`config.mk`:
```
export PLATFORM = sky130hd
export DESIGN_NAME = fifo_flagged
export DESIGN_NICKNAME = d
export VERILOG_FILES = /design/src/rtl/fifo_flagged.sv
export SDC_FILE = /design/constraint.sdc
export NUM_CORES = 1
export LEC_CHECK = 0
export ABC_CLOCK_PERIOD_IN_PS = 4800
export CORE_MARGIN = 1.5
export CORE_UTILIZATION = 44
export DETAILED_ROUTE_END_ITERATION = 10
export SYNTH_ARGS = -nofsm -noshare
export SYNTH_HDL_FRONTEND = slang
export SYNTH_SLANG_ARGS = --single-unit
```
`constraint.sdc`:
```
create_clock -name clk -period 4.8 [get_ports clk]
set_clock_uncertainty 0.05 [all_clocks]
set_input_delay 0.72 -clock clk [delete_from_list [all_inputs] [get_ports clk]]
set_output_delay 0.72 -clock clk [all_outputs]
set_load 0.01 [all_outputs]
```
`src/rtl/fifo_flagged.sv`:
```
// Show-ahead synchronous FIFO for any DEPTH, with occupancy count,
// almost-full/almost-empty thresholds and sticky overflow/underflow flags.
module fifo_flagged #(
    parameter int WIDTH    = 8,
    parameter int DEPTH    = 16,
    parameter int AF_LEVEL = DEPTH - 2,
    parameter int AE_LEVEL = 2,
    parameter int CW       = $clog2(DEPTH + 1)
) (
    input  logic             clk,
    input  logic             rst,
    input  logic             push,
    input  logic             pop,
    input  logic [WIDTH-1:0] write_data,
    input  logic             flush,
    input  logic             clear_err,
    output logic [WIDTH-1:0] read_data,
    output logic             empty,
    output logic             full,
    output logic             almost_empty,
    output logic             almost_full,
    output logic [CW-1:0]    count,
    output logic             overflow,
    output logic             underflow
);

    localparam int             PW    = (DEPTH > 2) ? $clog2(DEPTH) : 1;
    localparam logic [PW-1:0]  LAST  = PW'(DEPTH - 1);
    localparam logic [CW-1:0]  FULLC = CW'(DEPTH);
    localparam logic [CW-1:0]  AF_L  = CW'(AF_LEVEL);
    localparam logic [CW-1:0]  AE_L  = CW'(AE_LEVEL);

    logic [WIDTH-1:0] r_mem [DEPTH];
    logic [PW-1:0]    r_wr_ptr;
    logic [PW-1:0]    r_rd_ptr;
    logic [CW-1:0]    r_count;
    logic             r_overflow;
    logic             r_underflow;

    logic             w_push_ok;
    logic             w_pop_ok;
    logic             w_ovf_evt;
    logic             w_unf_evt;
    logic [PW-1:0]    w_wr_next;
    logic [PW-1:0]    w_rd_next;

    // Handshake: a push is taken when not full, or when full and a pop is
    // taken in the same cycle; a pop is taken whenever the FIFO is non-empty.
    // Refused requests only set the sticky error flags; nothing is stalled.
    assign w_push_ok = push & (~full | pop);
    assign w_pop_ok  = pop & ~empty;
    assign w_ovf_evt = push & ~pop & full & ~flush;
    assign w_unf_evt = pop & empty & ~flush;

    assign w_wr_next = (r_wr_ptr == LAST) ? '0 : r_wr_ptr + PW'(1);
    assign w_rd_next = (r_rd_ptr == LAST) ? '0 : r_rd_ptr + PW'(1);

    always_ff @(posedge clk) begin
        if (rst) begin
            r_wr_ptr <= '0;
            r_rd_ptr <= '0;
            r_count  <= '0;
        end else if (flush) begin
            r_wr_ptr <= '0;
            r_rd_ptr <= '0;
            r_count  <= '0;
        end else begin
            if (w_push_ok) r_wr_ptr <= w_wr_next;
            if (w_pop_ok)  r_rd_ptr <= w_rd_next;
            case ({w_push_ok, w_pop_ok})
                2'b10:   r_count <= r_count + CW'(1);
                2'b01:   r_count <= r_count - CW'(1);
                default: r_count <= r_count;
            endcase
        end
    end

    // Error flags: a new event in the same cycle as clear_err wins.
    always_ff @(posedge clk) begin
        if (rst) begin
            r_overflow  <= 1'b0;
            r_underflow <= 1'b0;
        end else begin
            r_overflow  <= (r_overflow  & ~clear_err) | w_ovf_evt;
            r_underflow <= (r_underflow & ~clear_err) | w_unf_evt;
        end
    end

    always_ff @(posedge clk) begin
        if (!rst && !flush && w_push_ok) r_mem[r_wr_ptr] <= write_data;
    end

    assign read_data    = r_mem[r_rd_ptr];
    assign count        = r_count;
    assign empty        = (r_count == '0);
    assign full         = (r_count == FULLC);
    assign almost_empty = (r_count <= AE_L);
    assign almost_full  = (r_count >= AF_L);
    assign overflow     = r_overflow;
    assign underflow    = r_underflow;

endmodule

```
## Word level (Yosys, flattened, before mapping)

Memory sizes are Yosys's and may differ from the RTL's. A register that Yosys moved wholly into a read port is not among the register bits.
Cells that the tools add are included.

| word-level totals | value |
|---|---|
| flip-flop bits (word level) | 15 |
| bits in writable memories | 128 |
| input bits | 14 |
| output and inout bits | 19 |
| logic and storage cells | 48 |
| memories kept | 1 |

| cells by class | value |
|---|---|
| add/sub/neg operators | 4 |
| magnitude comparators | 2 |
| equal/unequal tests | 5 |
| multiplexer cells | 7 |
| bitwise gates (word level) | 17 |
| reduce and logical (&&, ||, !) cells | 7 |

Memories:

| memory | words | width | rd ports | clocked after Yosys merged registers in | wr ports | line | source |
|---|---|---|---|---|---|---|---|
| r_mem | 16 | 8 | 1 | 1 | 1 | 33 | `logic [WIDTH-1:0] r_mem [DEPTH];` |

Operators by type and width:

| kind | number |
|---|---|
| 4-bit two-way mux | 4 |
| 5-bit case mux with 2 select lines | 1 |
| 1-bit AND | 9 |
| 4-bit by 1-bit adder with 4-bit output, second input constant | 2 |
| 4-bit equality test, second input constant | 2 |
| 5-bit by 1-bit adder with 5-bit output, second input constant | 1 |
| 5-bit equality test, second input constant | 1 |
| 5-bit by 4-bit greater-or-equal comparator with 1-bit output, second input constant | 1 |
| 5-bit by 2-bit less-or-equal comparator with 1-bit output, second input constant | 1 |
| 5-bit zero test | 1 |
| 1-bit NOT | 5 |
| 5-bit by 1-bit subtractor with 5-bit output, second input constant | 1 |
| 1-bit OR | 3 |
| 2-bit by 1-bit equality test with 1-bit output, second input constant | 1 |
| 2-bit equality test, second input constant | 1 |
| 1-bit logical AND | 2 |
| 1-bit zero test | 2 |
| 1-bit two-way mux | 2 |
| 2-bit nonzero test | 1 |
| 2-bit OR reduction | 1 |

## Logic depth before layout (Yosys ltp)

Gate-level depths: netlist of the first run.

| logic depth | value |
|---|---|
| depth after elaboration | 7 |
| mapped depth | 11 |
| mapped depth without buffers | 10 |

## Least setup slack after synthesis of the first run

OpenSTA, ideal clock, no wires.

| path | value |
|---|---|
| path type | register to register |
| from | register r_count[1] (netlist: count[1]) |
| to | register r_count[4] (netlist: count[4]) |
| arrival time | 2737 ps |
| data required time | 4678 ps |
| path slack | 1942 ps |
| cell stages (with the launch flop) | 11 |
| cells stage by stage | dfxtp_1 > or4_1 > buf_6 > o31ai_4 > ha_1 > inv_1 > fa_1 > nand2b_1 > a21oi_1 > mux2i_1 > mux2i_1 |

| between the ends | value |
|---|---|
| cells in the longest elaborated chain, start to end | 6 |
| elaborated cells on any way between the ends | 13 |

RTL lines:

| item | line | source |
|---|---|---|
| from (decl) | 36 | `logic [CW-1:0] r_count;` |
| from (signal assigned) | 71 | `2'b10: r_count <= r_count + CW'(1);` |
| from (signal assigned) | 72 | `2'b01: r_count <= r_count - CW'(1);` |
| from (signal assigned) | 73 | `default: r_count <= r_count;` |
| 5-bit equality test | 96 | `assign full = (r_count == FULLC);` |
| 1-bit NOT | 50 | `assign w_push_ok = push & (~full \| pop);` |
| 1-bit OR | 50 |  |
| 1-bit AND | 50 |  |
| 2-bit by 1-bit equality test with 1-bit output or 2-bit equality test (tied branches) | 70 | `case ({w_push_ok, w_pop_ok})` |
| 5-bit case mux with 2 select lines or 2-bit nonzero test (tied branches) | - |  |

Several ways; a longest one is shown, not always the timed one.
A chain may end at the register's enable or synchronous reset.

==> results of run 1 <==
## cell families after synthesis
logic type                 Yosys count  share of synthesized area, %
AOI/OAI and AO/OA                   39                          4.84
xor gates and xnor gates             4                         0.592
adders and majority gates           10                          2.24
buffers and inverters               23                          1.65
DFF                                147                          71.4
muxes                               35                          12.7
and+or+nand+nor                     75                          6.58
## metrics by stage
| stage | setup slack (ns) | hold slack, ns | total power, mW | instances | util [%] |
|---|---|---|---|---|---|
| 5_1_grt | 0.995 | 0.450 | 2.68 | 560 | 52.4 |
| 4_1_cts | 1.11 | 0.429 | 2.63 | 560 | 52.4 |
| 3_3_place_gp | 1.48 | 0.426 | 1.53 | 529 | 48.7 |
| 6_report | 1.20 | 0.424 | 2.60 | 560 | 52.4 |
| 3_5_place_dp | 1.40 | 0.417 | 1.53 | 529 | 48.7 |
| 2_1_floorplan | 1.94 | 0.417 | 1.48 | 333 | - |
## layout make-up
class                           count  area (um^2)
Clock buffer                       24          452
Timing Repair Buffer               34          348
Inverter                            9         33.8
Fill cell                        1077         6280
Clock inverter                      7         36.3
Tap cell                          176          220
Multi-Input combinational cell    163         1590
Sequential cell                   147         4230
## power groups by stage
| stage | Sequential (mW) | Combinational [mW] | Clock [mW] |
|---|---|---|---|
| final | 1.40 | 0.0977 | 1.10 |
| after global routing | 1.40 | 0.107 | 1.17 |
| after CTS | 1.40 | 0.0991 | 1.12 |
| after detailed placement | 1.43 | 0.0988 | 0 |
| after global placement | 1.43 | 0.0975 | 0 |
| after floorplan | 1.43 | 0.0513 | 0 |
## flip-flops by register name, indices dropped and copies added (netlist names), named ones only
signal / count
count: 5
overflow: 1
r_mem: 128
r_rd_ptr: 4
r_wr_ptr: 4
underflow: 1
## path summary, 6_finish.rpt
check / start / end / depth (start not counted)
worst min register to register: underflow / underflow / 2
worst min-delay path: underflow / underflow / 2
worst max register to register: count[1] / count[4] / 9
worst max-delay path: flip-flop / read_data[3] / 5
## cells in the final DEF, fill, tap and decap left out, types with 2 or more instances in the layout
cell type,instances
and2_1,17
inv_1,9
a21o_1,2
nand2_1,17
clkinv_1,2
dfxtp_1,18
o21ai_0,2
ha_1,9
nand2b_1,3
mux2i_1,3
clkbuf_1,7
nand3_1,7
clkbuf_16,17
nor2b_1,2
nor4_1,2
nor2_1,17
a311o_1,2
edfxtp_1,128
clkinv_2,4
a22oi_1,16
a21oi_1,10
or4_1,3
nor3_1,2
mux4_2,32
xor2_1,4
clkdlybuf4s50_1,32
## worst reg2reg max path: stages (launching register included)
cell	delay, ns
dfxtp_1	0.37
or4_1	0.75
o31ai_4	0.36
ha_1	0.32
inv_1	0.10
fa_1	0.41
nand2b_1	0.16
a21oi_1	0.18
mux2i_1	0.26
mux2i_1	0.20
## per-layer routing
| layer | part of all wire, % | track usage [%] | vias up |
|---|---|---|---|
| li1 | - | - | 1399 |
| met3 | 4.2 | 4.36 | 13 |
| met5 | 0 | 0 | - |
| met2 | 50 | 28.7 | 93 |
| met4 | 0.98 | 5.87 | 0 |
| met1 | 45 | 23.1 | 1531 |
==> out/results.txt, run 1 <==
Ant diodes: 0
Vias per std cell: 5.42
Synthesized net count: 357
Slowest library cell on the worst path: dfxtp_2
Peak VDD IR: 0.000194 V
Critical path required time: 4.03 ns
Root Buffer: clkbuf_16
Finished Cell Area: 6910 um^2
Max-capacitance violation count: 0
Internal power: 2.09 mW
Switch Pwr: 0.513 mW
Post-synth ARST share: 0%
Combinational power share: 3.8%
Setup_tns: 0 ns
Die W: 119 um
Total track usage: 17.5%
Power Density: 377 nW/um^2
Die height: 119 um
Ports: 33
Startpoint Class: flip-flop
Final HPWL DP: 7.78 mm
TritonCTS clock tree: built
Buffers added on ports: 32
Nets@finish: 396
CP peak stage delay: 0.73 ns
Maximum clock rate: 0.278 GHz
CTS Hold Bufs: 0
Post-synth top area cell: edfxtp_1
Final Max Slew Viols: 0
Initial core utilization: 44.8%
CTS sink count: 147
CP Max Fanout: 17
First-pass GRT wire length: 18.2 mm
Drt drc: 0
Yosys reg bits: 147
Grt ovf: 0
Cell with the most instances after synthesis: edfxtp_1
Total routed wirelength: 11.3 mm
Number of global-route vias before repair: 3,180
Clock power share: 42.3%
Setup CP Type: flip-flop to output pin
Layout cells sized above 1: 15.9%
Synth top area share: 65.0%
CTS Buf Count: 17
Synth cell count leaders: 128 x edfxtp_1, 32 x mux4_2, 19 x dfxtp_1
Worst-path cell chain: buf_12, mux4_2, a22oi_1, nand2_1, clkdlybuf4s50_1
Clock Latency Late Sink: 0.41 ns
DRT Pass-1 Iters: 4
Leakage: 2.23 nW
Row count: 42
Sw Share: 19.7%
Post-CTS sizing: 0
Largest net degree at the start of global routing: 31
Final setup fails: 0
Rel. slew slack: 45.1%
CTS Buffer Depth: 2
Clock-pin slew on the worst setup and hold paths: 0.06 ns
Mapped Avg Cell Area: 17.8 um^2
Placed Area: 6420 um^2
Synth Instances: 333
Via count: 3,036
Final hold violation count: 0
Worst Hold Class: flip-flop to flip-flop
Sequential cell area fraction in the yosys report: 71.4%
Worst path arrival time: 2.83 ns
Core Area: 13,200 um^2
Min cycle time layout: 3.60 ns
Worst Tran Pin Value: 0.821 ns
Main synth FF type: edfxtp_1
H-tree levels: 4
Setup crit end kind: output pin
R2r setup slk: 1.57 ns
Post-synth EDFFs: 128
Setup repair after global routing missed its margin: no
Sequential power share: 53.9%
Post-route ant nets: 0
Delay-heaviest family, CP: buffers and inverters
WL/cell: 20.3 um
Initial antenna violation count: 0
Status: complete, no violations
YS warnings: 0
Synth Cell Area: 5920 um^2
Post-synthesis cell type count: 38
GPL Wtd Cong: 0.806
Initial drt markers: 224
Worst path bufs/invs: 2
Synth area leaders: edfxtp_1 65%, mux4_2 12%, dfxtp_1 6.4%
Crit share post-route: 75.0%
Synth-to-Final Area Change: 16.8%
Die footprint: 14,100 um^2
Post-CTS Setup Inserts: 0
No activity file was read; power rests on OpenSTA's default activity.
==> inputs of run 2 (changes only) <==
ABC_CLOCK_PERIOD_IN_PS = 3100   (was 4800)
clock period = 3.1 ns   (was 4.8 ns; I/O delays follow)
==> run 2 against run 1 <==
Worst setup slack worse by 1.1 ns. Clock-buffer cell count down 7. Global-route usage about the same. Cell count up 2.5%. Register-to-register slack worse by 1.3 ns. Sequential share of layout area down 1.7 points. Worst hold slack about the same. Critical path depth unchanged. Critical path type unchanged.
==> out/results.txt, run 2 (synthesis gave the netlist of run 1 again) <==
TritonCTS clock tree: built
Worst Hold Class: flip-flop to flip-flop
Peak VDD IR: 0.000339 V
Commonest non-fill, non-tap cells in the layout: 128 x edfxtp_1, 32 x mux4_2, 32 x clkdlybuf4s50_1
Max reg flops: 128
Initial antenna violation count: 0
Final hold violation count: 0
WL/cell: 20.0 um
PnR worst setup slack: 0.111 ns
Startpoint Class: flip-flop
First-pass GRT wire length: 17.8 mm
Drt drc: 0
Setup crit end kind: output pin
Power Total: 4.30 mW
Core Area: 13,200 um^2
CTS Buffer Depth: 2
Worst path arrival time: 2.47 ns
Status: complete, no violations
CTS Hold Bufs: 0
Nets@finish: 409
Power Density: 606 nW/um^2
CTS Buf Count: 17
Final setup fails: 0
Initial drt markers: 282
Setup_tns: 0 ns
Min cycle time layout: 2.99 ns
Initial core utilization: 44.8%
Total routed wirelength: 11.5 mm
Biggest register: r_mem
Post-route ant nets: 0
Final Max Slew Viols: 0
Vias per std cell: 5.30
Max-capacitance violation count: 0
Row count: 42
Worst Tran Pin Value: 0.838 ns
Via count: 3,043
DRT Pass-1 Iters: 4
Buffers added on ports: 32
Placed Area: 6530 um^2
Ant diodes: 0
Clock-pin slew on the worst setup and hold paths: 0.06 ns
Die height: 119 um
Crit share post-route: 96.4%
Largest net degree at the start of global routing: 33
Maximum clock rate: 0.335 GHz
Root Buffer: clkbuf_16
Number of global-route vias before repair: 3,130
Ports: 33
CTS sink count: 147
Finished Cell Area: 7100 um^2
GPL Wtd Cong: 0.786
CP Max Fanout: 32
Total track usage: 17.5%
Leakage: 2.34 nW
Grt ovf: 0
Final HPWL DP: 7.26 mm
Pre-CTS WS: 0.225 ns
Clock Latency Late Sink: 0.42 ns
Most common cell after layout, fill and taps aside: edfxtp_1
Rel. slew slack: 43.6%
Post-CTS Setup Inserts: 0
Fill cells: 1,070
Post-CTS sizing: 0
Setup repair after global routing missed its margin: no
Die footprint: 14,100 um^2
Layout cells sized above 1: 19.8%
Synth-to-Final Area Change: 20.1%
H-tree levels: 4
Setup CP Type: flip-flop to output pin
Critical path required time: 2.58 ns
Die W: 119 um
run 2: worst paths after layout:
path	slack (ns)	from	cells after the start	endpoint
max	0.11	flip-flop	5	read_data[3]
min	0.42	underflow	2	underflow
max reg2reg	0.24	count[1]	9	count[4]
min reg2reg	0.42	underflow	2	underflow
run 2: through the flow:
step	util, %	hold WS, ns	instances
after floorplan	-	0.417	333
after global placement	49.5	0.413	542
after detailed placement	49.5	0.417	542
after CTS	53.9	0.430	574
after global routing	53.9	0.454	574
final	53.9	0.424	574
run 2: area by class of cell:
type	instances	area, um^2	area share (%)
clock buffer	17	425	5.99
clock inverter	15	146	2.06
inverter	9	33.8	0.476
multi-input combinational	163	1590	22.4
sequential	147	4230	59.5
tap	176	220	3.10
timing repair buffer	47	458	6.45
run 2: worst max-delay path, stage by stage (launching register included):
cell and delay, ns:
dfxtp_2 0.33, buf_12 0.25, mux4_2 0.56, a22oi_1 0.30, nand2_1 0.11, clkdlybuf4s50_1 0.49
run 2: per-layer routing:
| metal | up-vias | global-route usage [%] | routed length [um] |
|---|---|---|---|
| met1 | 1523 | 23.1 | 5200 |
| met3 | 15 | 4.55 | 454 |
| met2 | 75 | 27.9 | 5620 |
| met5 | - | 0 | 0 |
| met4 | 0 | 7.00 | 178 |
| li1 | 1430 | - | - |
run 2: where the power goes:
group	switching [mW]	internal (mW)
combinational	0.0879	0.0748
sequential	0.00750	2.16
clock	0.735	1.24
total	0.831	3.47
